`config.mk`:
```
export PLATFORM = sky130hd
export DESIGN_NAME = cache_route_issue_flat
export DESIGN_NICKNAME = d
export VERILOG_FILES = /design/src/rtl/cache_route_issue_if.sv /design/src/rtl/cache_route_issue.sv /design/src/flat_wrapper.sv
export SDC_FILE = /design/constraint.sdc
export NUM_CORES = 1
export LEC_CHECK = 0
export CORE_ASPECT_RATIO = 1.5
export CORE_MARGIN = 1
export CORE_UTILIZATION = 45
export DETAILED_ROUTE_END_ITERATION = 8
export GPL_TIMING_DRIVEN = 0
export PLACE_DENSITY = 0.64
export SYNTH_ARGS = -nofsm -noshare
export SYNTH_HDL_FRONTEND = slang
export SYNTH_SLANG_ARGS = --single-unit
```
`constraint.sdc`:
```
create_clock -name clk -period 2.7 [get_ports clk]
set_input_delay 0.54 -clock clk [delete_from_list [all_inputs] [get_ports clk]]
set_output_delay 0.54 -clock clk [all_outputs]
set_load 0.01 [all_outputs]
```
`src/rtl/cache_route_issue_if.sv`:
```
// Request and selector-side signal bundle for the cache route issue front end.
// The master side offers requests and returns the async fire/done toggles.
interface cache_route_issue_if #(
   parameter int ADDR_W = 32
);
   logic              req_valid;
   logic              req_ready;
   logic [ADDR_W-1:0] req_addr;
   logic              req_hit;
   logic              sel_valid0;
   logic              sel_valid1;
   logic [ADDR_W-1:0] sel_addr;
   logic              sel_drive;
   logic              sel_fire_t;
   logic              done_t;

   modport master (
      output req_valid, req_addr, req_hit, sel_fire_t, done_t,
      input  req_ready, sel_valid0, sel_valid1, sel_addr, sel_drive
   );

   modport slave (
      input  req_valid, req_addr, req_hit, sel_fire_t, done_t,
      output req_ready, sel_valid0, sel_valid1, sel_addr, sel_drive
   );
endinterface

```
`src/rtl/cache_route_issue.sv`:
```
// Buffers cache requests and issues each one to the two-way click selector:
// one-hot route valids, a 2-phase drive toggle, retire on fire then done.
module cache_route_issue #(
   parameter int ADDR_W      = 32,
   parameter int DEPTH       = 4,
   parameter int SYNC_STAGES = 2,
   parameter int TIMEOUT     = 1023
) (
   input  logic                   clk,
   input  logic                   rst,
   cache_route_issue_if.slave     bus,
   output logic                   busy,
   output logic [$clog2(DEPTH):0] count,
   output logic                   err_proto,
   output logic                   err_timeout
);
   localparam int AW   = $clog2(DEPTH);
   localparam int CW   = AW + 1;
   localparam int WD_W = (TIMEOUT > 0) ? $clog2(TIMEOUT + 1) : 1;
   localparam bit WD_EN = (TIMEOUT > 0);
   localparam logic [CW-1:0]   FULL_C  = CW'(DEPTH);
   localparam logic [CW-1:0]   CNT_ONE = CW'(1);
   localparam logic [AW-1:0]   PTR_ONE = AW'(1);
   localparam logic [WD_W-1:0] WD_MAX  = WD_W'(TIMEOUT);
   localparam logic [WD_W-1:0] WD_ONE  = WD_W'(1);

   typedef enum logic [2:0] {
      IDLE      = 3'd0,
      SETUP     = 3'd1,
      LAUNCH    = 3'd2,
      SEL_WAIT  = 3'd3,
      DONE_WAIT = 3'd4
   } state_t;

   state_t            state_r;
   state_t            next_state_s;
   logic [ADDR_W-1:0] addr_mem_r [DEPTH];
   logic [DEPTH-1:0]  hit_mem_r;
   logic [AW-1:0]     wr_ptr_r;
   logic [AW-1:0]     rd_ptr_r;
   logic [CW-1:0]     count_r;
   logic [CW-1:0]     count_nxt_s;
   logic              ready_r;
   logic              push_s;
   logic              pop_s;
   logic [SYNC_STAGES-1:0] fire_sync_r;
   logic [SYNC_STAGES-1:0] done_sync_r;
   logic              fire_prev_r;
   logic              done_prev_r;
   logic              fire_edge_r;
   logic              done_edge_r;
   logic              sel_valid0_r;
   logic              sel_valid1_r;
   logic [ADDR_W-1:0] sel_addr_r;
   logic              sel_drive_r;
   logic              busy_r;
   logic              err_proto_r;
   logic              err_timeout_r;
   logic [WD_W-1:0]   wd_r;
   logic              waiting_s;

   assign push_s    = bus.req_valid && ready_r;
   assign pop_s     = (state_r == DONE_WAIT) && done_edge_r;
   assign waiting_s = (state_r == SEL_WAIT) || (state_r == DONE_WAIT);

   assign bus.req_ready  = ready_r;
   assign bus.sel_valid0 = sel_valid0_r;
   assign bus.sel_valid1 = sel_valid1_r;
   assign bus.sel_addr   = sel_addr_r;
   assign bus.sel_drive  = sel_drive_r;
   assign busy           = busy_r;
   assign count          = count_r;
   assign err_proto      = err_proto_r;
   assign err_timeout    = err_timeout_r;

   // Occupancy update; ready is registered from it, so a full FIFO never bypasses.
   always_comb begin
      count_nxt_s = count_r;
      case ({push_s, pop_s})
         2'b10:   count_nxt_s = count_r + CNT_ONE;
         2'b01:   count_nxt_s = count_r - CNT_ONE;
         default: count_nxt_s = count_r;
      endcase
   end

   // Request storage, data only.
   always_ff @(posedge clk) begin
      if (push_s) begin
         addr_mem_r[wr_ptr_r] <= bus.req_addr;
         hit_mem_r[wr_ptr_r]  <= bus.req_hit;
      end
   end

   // FIFO pointers and occupancy.
   always_ff @(posedge clk) begin
      if (rst) begin
         wr_ptr_r <= '0;
         rd_ptr_r <= '0;
         count_r  <= '0;
         ready_r  <= 1'b1;
      end else begin
         if (push_s) wr_ptr_r <= wr_ptr_r + PTR_ONE;
         if (pop_s)  rd_ptr_r <= rd_ptr_r + PTR_ONE;
         count_r <= count_nxt_s;
         ready_r <= (count_nxt_s < FULL_C);
      end
   end

   // Toggle synchronizers and registered one-cycle edge pulses.
   always_ff @(posedge clk) begin
      if (rst) begin
         fire_sync_r <= '0;
         done_sync_r <= '0;
         fire_prev_r <= 1'b0;
         done_prev_r <= 1'b0;
         fire_edge_r <= 1'b0;
         done_edge_r <= 1'b0;
      end else begin
         fire_sync_r <= {fire_sync_r[SYNC_STAGES-2:0], bus.sel_fire_t};
         done_sync_r <= {done_sync_r[SYNC_STAGES-2:0], bus.done_t};
         fire_prev_r <= fire_sync_r[SYNC_STAGES-1];
         done_prev_r <= done_sync_r[SYNC_STAGES-1];
         fire_edge_r <= fire_sync_r[SYNC_STAGES-1] ^ fire_prev_r;
         done_edge_r <= done_sync_r[SYNC_STAGES-1] ^ done_prev_r;
      end
   end

   // Issue sequencing state register.
   always_ff @(posedge clk) begin
      if (rst) state_r <= IDLE;
      else     state_r <= next_state_s;
   end

   // Next-state logic; stray edges are flagged elsewhere and do not move the FSM.
   always_comb begin
      next_state_s = state_r;
      case (state_r)
         IDLE: begin
            if (count_r != '0) next_state_s = SETUP;
            else               next_state_s = IDLE;
         end
         SETUP:  next_state_s = LAUNCH;
         LAUNCH: next_state_s = SEL_WAIT;
         SEL_WAIT: begin
            if (fire_edge_r) next_state_s = DONE_WAIT;
            else             next_state_s = SEL_WAIT;
         end
         DONE_WAIT: begin
            if (done_edge_r) next_state_s = IDLE;
            else             next_state_s = DONE_WAIT;
         end
         default: next_state_s = IDLE;
      endcase
   end

   // Selector outputs: route loads entering SETUP, drive toggles entering LAUNCH.
   always_ff @(posedge clk) begin
      if (rst) begin
         sel_valid0_r <= 1'b0;
         sel_valid1_r <= 1'b0;
         sel_addr_r   <= '0;
         sel_drive_r  <= 1'b0;
         busy_r       <= 1'b0;
      end else begin
         if ((state_r == IDLE) && (count_r != '0)) begin
            sel_addr_r   <= addr_mem_r[rd_ptr_r];
            sel_valid0_r <= hit_mem_r[rd_ptr_r];
            sel_valid1_r <= ~hit_mem_r[rd_ptr_r];
         end else if (pop_s) begin
            sel_valid0_r <= 1'b0;
            sel_valid1_r <= 1'b0;
         end
         if (state_r == SETUP) sel_drive_r <= ~sel_drive_r;
         busy_r <= (next_state_s != IDLE);
      end
   end

   // Watchdog restarts on each wait-state entry and saturates; errors are sticky.
   always_ff @(posedge clk) begin
      if (rst) begin
         wd_r          <= '0;
         err_proto_r   <= 1'b0;
         err_timeout_r <= 1'b0;
      end else begin
         if ((state_r == LAUNCH) || ((state_r == SEL_WAIT) && fire_edge_r)) begin
            wd_r <= '0;
         end else if (waiting_s && (wd_r != WD_MAX)) begin
            wd_r <= wd_r + WD_ONE;
         end
         if (WD_EN && waiting_s && (wd_r == WD_MAX)) err_timeout_r <= 1'b1;
         if ((fire_edge_r && (state_r != SEL_WAIT)) ||
             (done_edge_r && (state_r != DONE_WAIT))) begin
            err_proto_r <= 1'b1;
         end
      end
   end
endmodule

```
`src/flat_wrapper.sv`:
```
// flat-port wrapper written by rule: the top's interface ports become plain ports
module cache_route_issue_flat 
#(
   parameter int ADDR_W      = 32,
   parameter int DEPTH       = 4,
   parameter int SYNC_STAGES = 2,
   parameter int TIMEOUT     = 1023
)
  (clk, rst, busy, count, err_proto, err_timeout, bus_req_valid, bus_req_addr, bus_req_hit, bus_sel_fire_t, bus_done_t, bus_req_ready, bus_sel_valid0, bus_sel_valid1, bus_sel_addr, bus_sel_drive);
  cache_route_issue_if #(.ADDR_W(ADDR_W)) bus_i ();
  input  logic clk;
  input  logic rst;
  output logic busy;
  output logic [$clog2(DEPTH):0] count;
  output logic err_proto;
  output logic err_timeout;
  input wire logic [$bits(bus_i.req_valid)-1:0] bus_req_valid;
  input wire logic [$bits(bus_i.req_addr)-1:0] bus_req_addr;
  input wire logic [$bits(bus_i.req_hit)-1:0] bus_req_hit;
  input wire logic [$bits(bus_i.sel_fire_t)-1:0] bus_sel_fire_t;
  input wire logic [$bits(bus_i.done_t)-1:0] bus_done_t;
  output wire logic [$bits(bus_i.req_ready)-1:0] bus_req_ready;
  output wire logic [$bits(bus_i.sel_valid0)-1:0] bus_sel_valid0;
  output wire logic [$bits(bus_i.sel_valid1)-1:0] bus_sel_valid1;
  output wire logic [$bits(bus_i.sel_addr)-1:0] bus_sel_addr;
  output wire logic [$bits(bus_i.sel_drive)-1:0] bus_sel_drive;
  assign bus_i.req_valid = bus_req_valid;
  assign bus_i.req_addr = bus_req_addr;
  assign bus_i.req_hit = bus_req_hit;
  assign bus_i.sel_fire_t = bus_sel_fire_t;
  assign bus_i.done_t = bus_done_t;
  assign bus_req_ready = bus_i.req_ready;
  assign bus_sel_valid0 = bus_i.sel_valid0;
  assign bus_sel_valid1 = bus_i.sel_valid1;
  assign bus_sel_addr = bus_i.sel_addr;
  assign bus_sel_drive = bus_i.sel_drive;
  cache_route_issue #(.ADDR_W(ADDR_W), .DEPTH(DEPTH), .SYNC_STAGES(SYNC_STAGES), .TIMEOUT(TIMEOUT)) u_core (.clk(clk), .rst(rst), .bus(bus_i), .busy(busy), .count(count), .err_proto(err_proto), .err_timeout(err_timeout));
endmodule
```
; Word-level counts from Yosys, hierarchy flattened
; Memories as Yosys holds them, arrays and structs flattened. A register that Yosys moved wholly into a read port is not among the register bits.
; Cells that the tools add are included.
[totals]
ff_bits = 39
ram_bits = 128
input_bits = 38
out_inout_bits = 42
word_cells = 75
memories = 1
[memory_table]
columns = memory, depth, width, rd, rd_clocked_by_memory_dff, write_ports, line_no
row1 = u_core.addr_mem_r, 4, 32, 1, 1, 1, cache_route_issue.sv:37  ; logic [ADDR_W-1:0] addr_mem_r [DEPTH];
[op_classes]
n_addsub = 5
magnitude_cmp = 4
n_eq_ne = 10
muxes = 15
bitwise = 4
reduce_logical = 17
[op_table]
columns = operator, count
row1 = 3-bit case mux with 5 select lines, 1
row2 = 10-bit by 1-bit adder with 10-bit output (second input constant), 1
row3 = 10-bit == test (second input constant), 1
row4 = 10-bit inequality test (second input constant), 1
row5 = 1-bit logical AND, 9
row6 = 1-bit two-way mux, 8
row7 = 3-bit by 2-bit == test with 1-bit output (second input constant), 2
row8 = 2-bit by 3-bit less-than comparator with 1-bit output (second input constant), 2
row9 = 3-bit two-way mux, 2
row10 = 3-bit case mux with 2 select lines, 1
row11 = 3-bit nonzero test, 2
row12 = 2-bit by 1-bit adder with 2-bit output (second input constant), 2
row13 = 4-bit bitwise mux, 1
row14 = 3-bit by 1-bit adder with 3-bit output (second input constant), 1
row15 = 3-bit by 1-bit == test with 1-bit output (second input constant), 1
row16 = 3-bit == test (second input constant), 1
row17 = 3-bit logical NOT, 1
row18 = 1-bit logical OR, 3
row19 = 3-bit less-than comparator (second input constant), 1
row20 = 3-bit by 2-bit inequality test with 1-bit output (second input constant), 1
row21 = 3-bit inequality test (second input constant), 1
row22 = 3-bit by 1-bit subtractor with 3-bit output (second input constant), 1
row23 = 1-bit binary-select mux with 2-bit select, 1
row24 = 1-bit demux with 2-bit select, 1
row25 = 7 further kinds, 9

; Depth between registers and ports, before layout
[logic_depth]
ltp_word = 5
depth_mapped = 10
mapped_depth_nobuf = 9

; Worst setup path after synthesis
; OpenSTA, ideal clock, no wires.
[synth_path]
kind = reg2reg
startpoint = register u_core.state_r[0]
endpoint = register u_core.ready_r, in the netlist u_core.bus.req_ready
setup_ns = 0.123
t_arrival_ns = 1.898
t_required_ns = 2.577
setup_slack_ns = 0.678
stages_incl_launch_ff = 11
n_path_buf = 1
synth_period_minus_slack_ns = 2.022
path_cell_list = dfxtp_1 buf_2 nor3b_2 nand2_1 inv_1 ha_1 fa_1 xnor2_1 nor2_1 xnor2_1 or2_2
[synth_via]
elab_chain_len = 5
word_cells_on_any_way = 6
cone_classes = order compare: 1 / eq/ne: 3 / mux: 1 / reduce/logical: 1
[synth_lines]
columns = element, line_no
row1 = "start, declared", cache_route_issue.sv:35  ; state_t state_r;
row2 = "start signal, assigned", cache_route_issue.sv:131  ; else state_r <= next_state_s;
row3 = 3-bit == test (*), cache_route_issue.sv:63  ; assign pop_s = (state_r == DONE_WAIT) && done_edge_r;
row4 = 1-bit logical AND (*), cache_route_issue.sv:63
row5 = net u_core.pop_s, cache_route_issue.sv:45  ; logic pop_s;
row6 = 2-bit by 1-bit == test with 1-bit output or 2-bit == test (tied branches), cache_route_issue.sv:79  ; case ({push_s, pop_s})
row7 = 3-bit case mux with 2 select lines (*), cache_route_issue.sv:79
row8 = 3-bit less-than comparator (*), cache_route_issue.sv:105  ; ready_r <= (count_nxt_s < FULL_C);
row9 = "end signal, assigned", cache_route_issue.sv:105
row10 = "end, declared", cache_route_issue.sv:43  ; logic ready_r;
; The timed path passes the listed nets; every way through them passes the cells marked *.
; A chain may end at the register's enable or synchronous reset.

; Final worst setup path
; Same ends and word-level chain as after synthesis.

==> flow_summary.toml <==
[yosys]
synth_ff_type = "edfxtp_1"
synth_nets = 524
syn_area_mm2 = 0.00741
ys_seq_area_share_pct = 71.5
synth_cell_type_count = 41
synth_top_family_by_area = "multiplexers"
synth_largest_area_cell = "edfxtp_1"
synth_compound_area_share_pct = 5.45
synthMuxAreaShare_pct = 10.4
synthSimpleGateAreaFrac_pct = 8.25
synth_fa_ha_area_share_pct = 1.28
ys_warn_count = 0
netlist_instances = 479
synth.most_common_cell = "edfxtp_1"
synth-async-reset-ratio_pct = 0
synth-xor-area-share_pct = 1.18
synthTopCellsByArea = "edfxtp_1 53%, dfxtp_1 18%, mux4_2 10%"
ys_seq_elements = 199
synth_top_area_share_pct = 53.5
synth-edff-count = 132
syn_area_per_cell_um2 = 15.5
synthTopCellsByCount = "132 x edfxtp_1, 76 x nand2_1, 67 x dfxtp_1"

[floorplanning]
initial_core_util_pct = 45.8
core_area_mm2 = 0.0162
rows = 57
dieHeight_um = 159
io_pins = 80
dieArea_mm2 = 0.0170
die_w_um = 107

[final_layout]
nets = 626
seqCellArea_mm2 = 0.00531
layout-drive-gt1-share_pct = 15.2
n_fill_cell = 1297
final_cell_count_no_fill = 801
final_cell_area_mm2 = 0.00916
area_growth_pct = 23.5
multi_input_area_mm2 = 0.00198

[sta]
worst_slew_pin_slew_ns = 0.801
max_slew_margin_pct = 46.3
fin_crit_ns = 2.29
tns_ns = 0
drv_slew = 0
rsz0062_at_grt = "no"
setup_violations = 0
clock_skew_ns = 0.00630
worst_slack_ns = 0.415
fmax_mhz = 438
hold_viol_final = 0
finalCritPeriodShare_pct = 84.6

[critical_path]
worstSetupPathType = "reg -> reg"
cp-end-kind = "flip-flop"
cp.arrival_ns = 2.60
slowest_stage = "fa_1"
worst_setup_path_start_kind = "flip-flop"
crit_fanout = 10
crit_start = "u_core.state_r[0]"
cp_common_cell = "xnor2_1"
max_stage_delay_ns = 0.40
r2r_start = "u_core.state_r[0]"
cp_num_buf_inv = 2
crit_required_ns = 3.02
cp_cell_sequence = "buf_2, nor3b_2, nand2_1, inv_1, ha_1, fa_1, xnor2_1, nor2_1, xnor2_1, or2_2"
cpLargestDelayFamily = "adder cells"

[clock_tree]
post-cts-setup-buffers = 0
clock_latency_ns = 0.43
cts_max_path_buffers = 2
numClockSinks = 199
numCtsBuffers = 17
cts_tree = "built"
cts_resized = 0
postCtsHoldBufs = 0
cts.clk_slew.worst_paths_ns = 0.07
htreeDepth = 4
root_buffer = "clkbuf_16"

[placement]
place.gp.congestion = 0.774
hpwl_mm = 9.49
port_buffers = 79
place_worst_setup_slack_ns = 0.0789
dp_cells = 768
dpl-instance-area_mm2 = 0.00856

[global_route]
grt_busiest_layer = "met2"
grt_pass1_wl_mm = 22.8
grt_pass1_vias = 4398
grt.overflow.total = 0
met2_usage_pct = 32.8
grt_usage_pct = 18.3
met3_usage_pct = 5.03
grt_max_degree = 33
globalRouteMet1Util_pct = 20.5
grt_antenna_before_repair = 1

[routing]
drt_iter0_markers = 222
wl_mm = 14.5
drtAntennaViolNets = 0
drt-vias-per-instance = 5.27
drc = 0
first_pass_iters = 4
wire_per_inst_um = 18.0
via_count = 4222

[power_and_ir_drop]
p_leak_nw = 3.00
power_density_mw_per_mm2 = 736
worst_ir_drop_vdd_mv = 0.431
p_total_w = 0.00674

[job]
cap_violations = 0

[status]
outcome = "completed"

[min_path]
hold_path_class = "reg -> reg"
min_from = "u_core.fire_sync_r[0]"
-- state kept, by name (all words and copies together), names as in the netlist, named ones only --
register / flops
u_core.err_timeout: 1
u_core.wd_r: 10
u_core.state_r: 3
u_core.done_edge_r: 1
u_core.addr_mem_r: 128
u_core.rd_ptr_r: 2
u_core.count: 2
u_core.hit_mem_r: 4
u_core.err_proto: 1
u_core.fire_edge_r: 1
u_core.bus.req_ready: 1
u_core.fire_prev_r: 1
u_core.busy: 1
u_core.wr_ptr_r: 2
u_core.bus.sel_valid1: 1
u_core.bus.sel_drive: 1
u_core.done_prev_r: 1
u_core.done_sync_r: 2
u_core.fire_sync_r: 2
u_core.bus.sel_addr: 32
u_core.bus.sel_valid0: 1
-- path summary, 6_finish.rpt --
| check | endpoint | slack [ns] | cells past startpoint |
|---|---|---|---|
| worst max-delay path | u_core.bus.req_ready | 0.41 | 10 |
| worst min-delay path | u_core.fire_sync_r[1] | 0.45 | 1 |
| worst max register to register | u_core.bus.req_ready | 0.41 | 10 |
| worst min register to register | u_core.fire_sync_r[1] | 0.45 | 1 |
-- layout make-up --
type                       instances  share of cell area (%)
inverter                           5                   0.205
buffer                            25                    1.30
multi-input combinational        250                    21.6
antenna                            1                  0.0273
tap                              206                    2.81
clock inverter                    13                    1.73
clock buffer                      19                    4.84
timing repair buffer              83                    9.59
sequential                       199                    57.9
-- through the flow --
stage / util, % / hold slack, ns
floorplan: - / 0.414
global placement: 52.3 / 0.423
detailed placement: 52.8 / 0.432
CTS: 56.6 / 0.457
global route: 56.6 / 0.477
finish: 56.6 / 0.450
-- per-layer routing --
layer / vias up / part of all wire (%)
li1: 1987 / -
met1: 2121 / 40
met2: 97 / 55
met3: 17 / 3.7
met4: 0 / 1.8
met5: - / 0
-- cell usage in the layout (no fill, tap or decap), drive strengths merged, types with 2 or more instances in the layout --
cell type,synthesis,final
bufinv,0,2
nor3,2,2
nor2b,8,8
or3,6,6
ha,6,6
nand3,8,8
dfxtp,67,67
nand4,2,2
inv,5,12
and3,4,4
mux2i,3,3
mux4,33,33
xnor2,7,7
nand2b,2,2
nor3b,3,3
xor2,3,3
clkinv,0,3
nand2,76,76
a2111oi,3,3
a31oi,2,2
a211oi,3,3
clkbuf,11,30
buf,14,18
clkdlybuf4s50,0,79
edfxtp,132,132
o21ai,6,6
a21oi,42,42
nor2,20,20
-- power breakdown --
part	switching, W	internal (W)
Sequential	0.0000759	0.00343
Clock	0.00114	0.00142
Combinational	0.000354	0.000315
Total	0.00157	0.00517
-- worst register-to-register path, delay by kind of cell (launching register included) --
family	cells	cell delay, ns
buffers and inverters	2	0.33
flip-flops	1	0.34
adder cells (fa/ha/maj)	2	0.67
XOR/XNOR	2	0.29
AND/OR/NAND/NOR	4	0.55
-- cells by family (layout without fill, tap and decap cells) --
family | Yosys count | after routing
mux | 36 | 36
xor+xnor | 10 | 10
compound gates | 62 | 62
fa+ha+maj | 7 | 7
simple gates | 135 | 135
other cells | 0 | 1
buf+inv | 30 | 145
flops | 199 | 199
No activity file was read; power rests on OpenSTA's default activity.
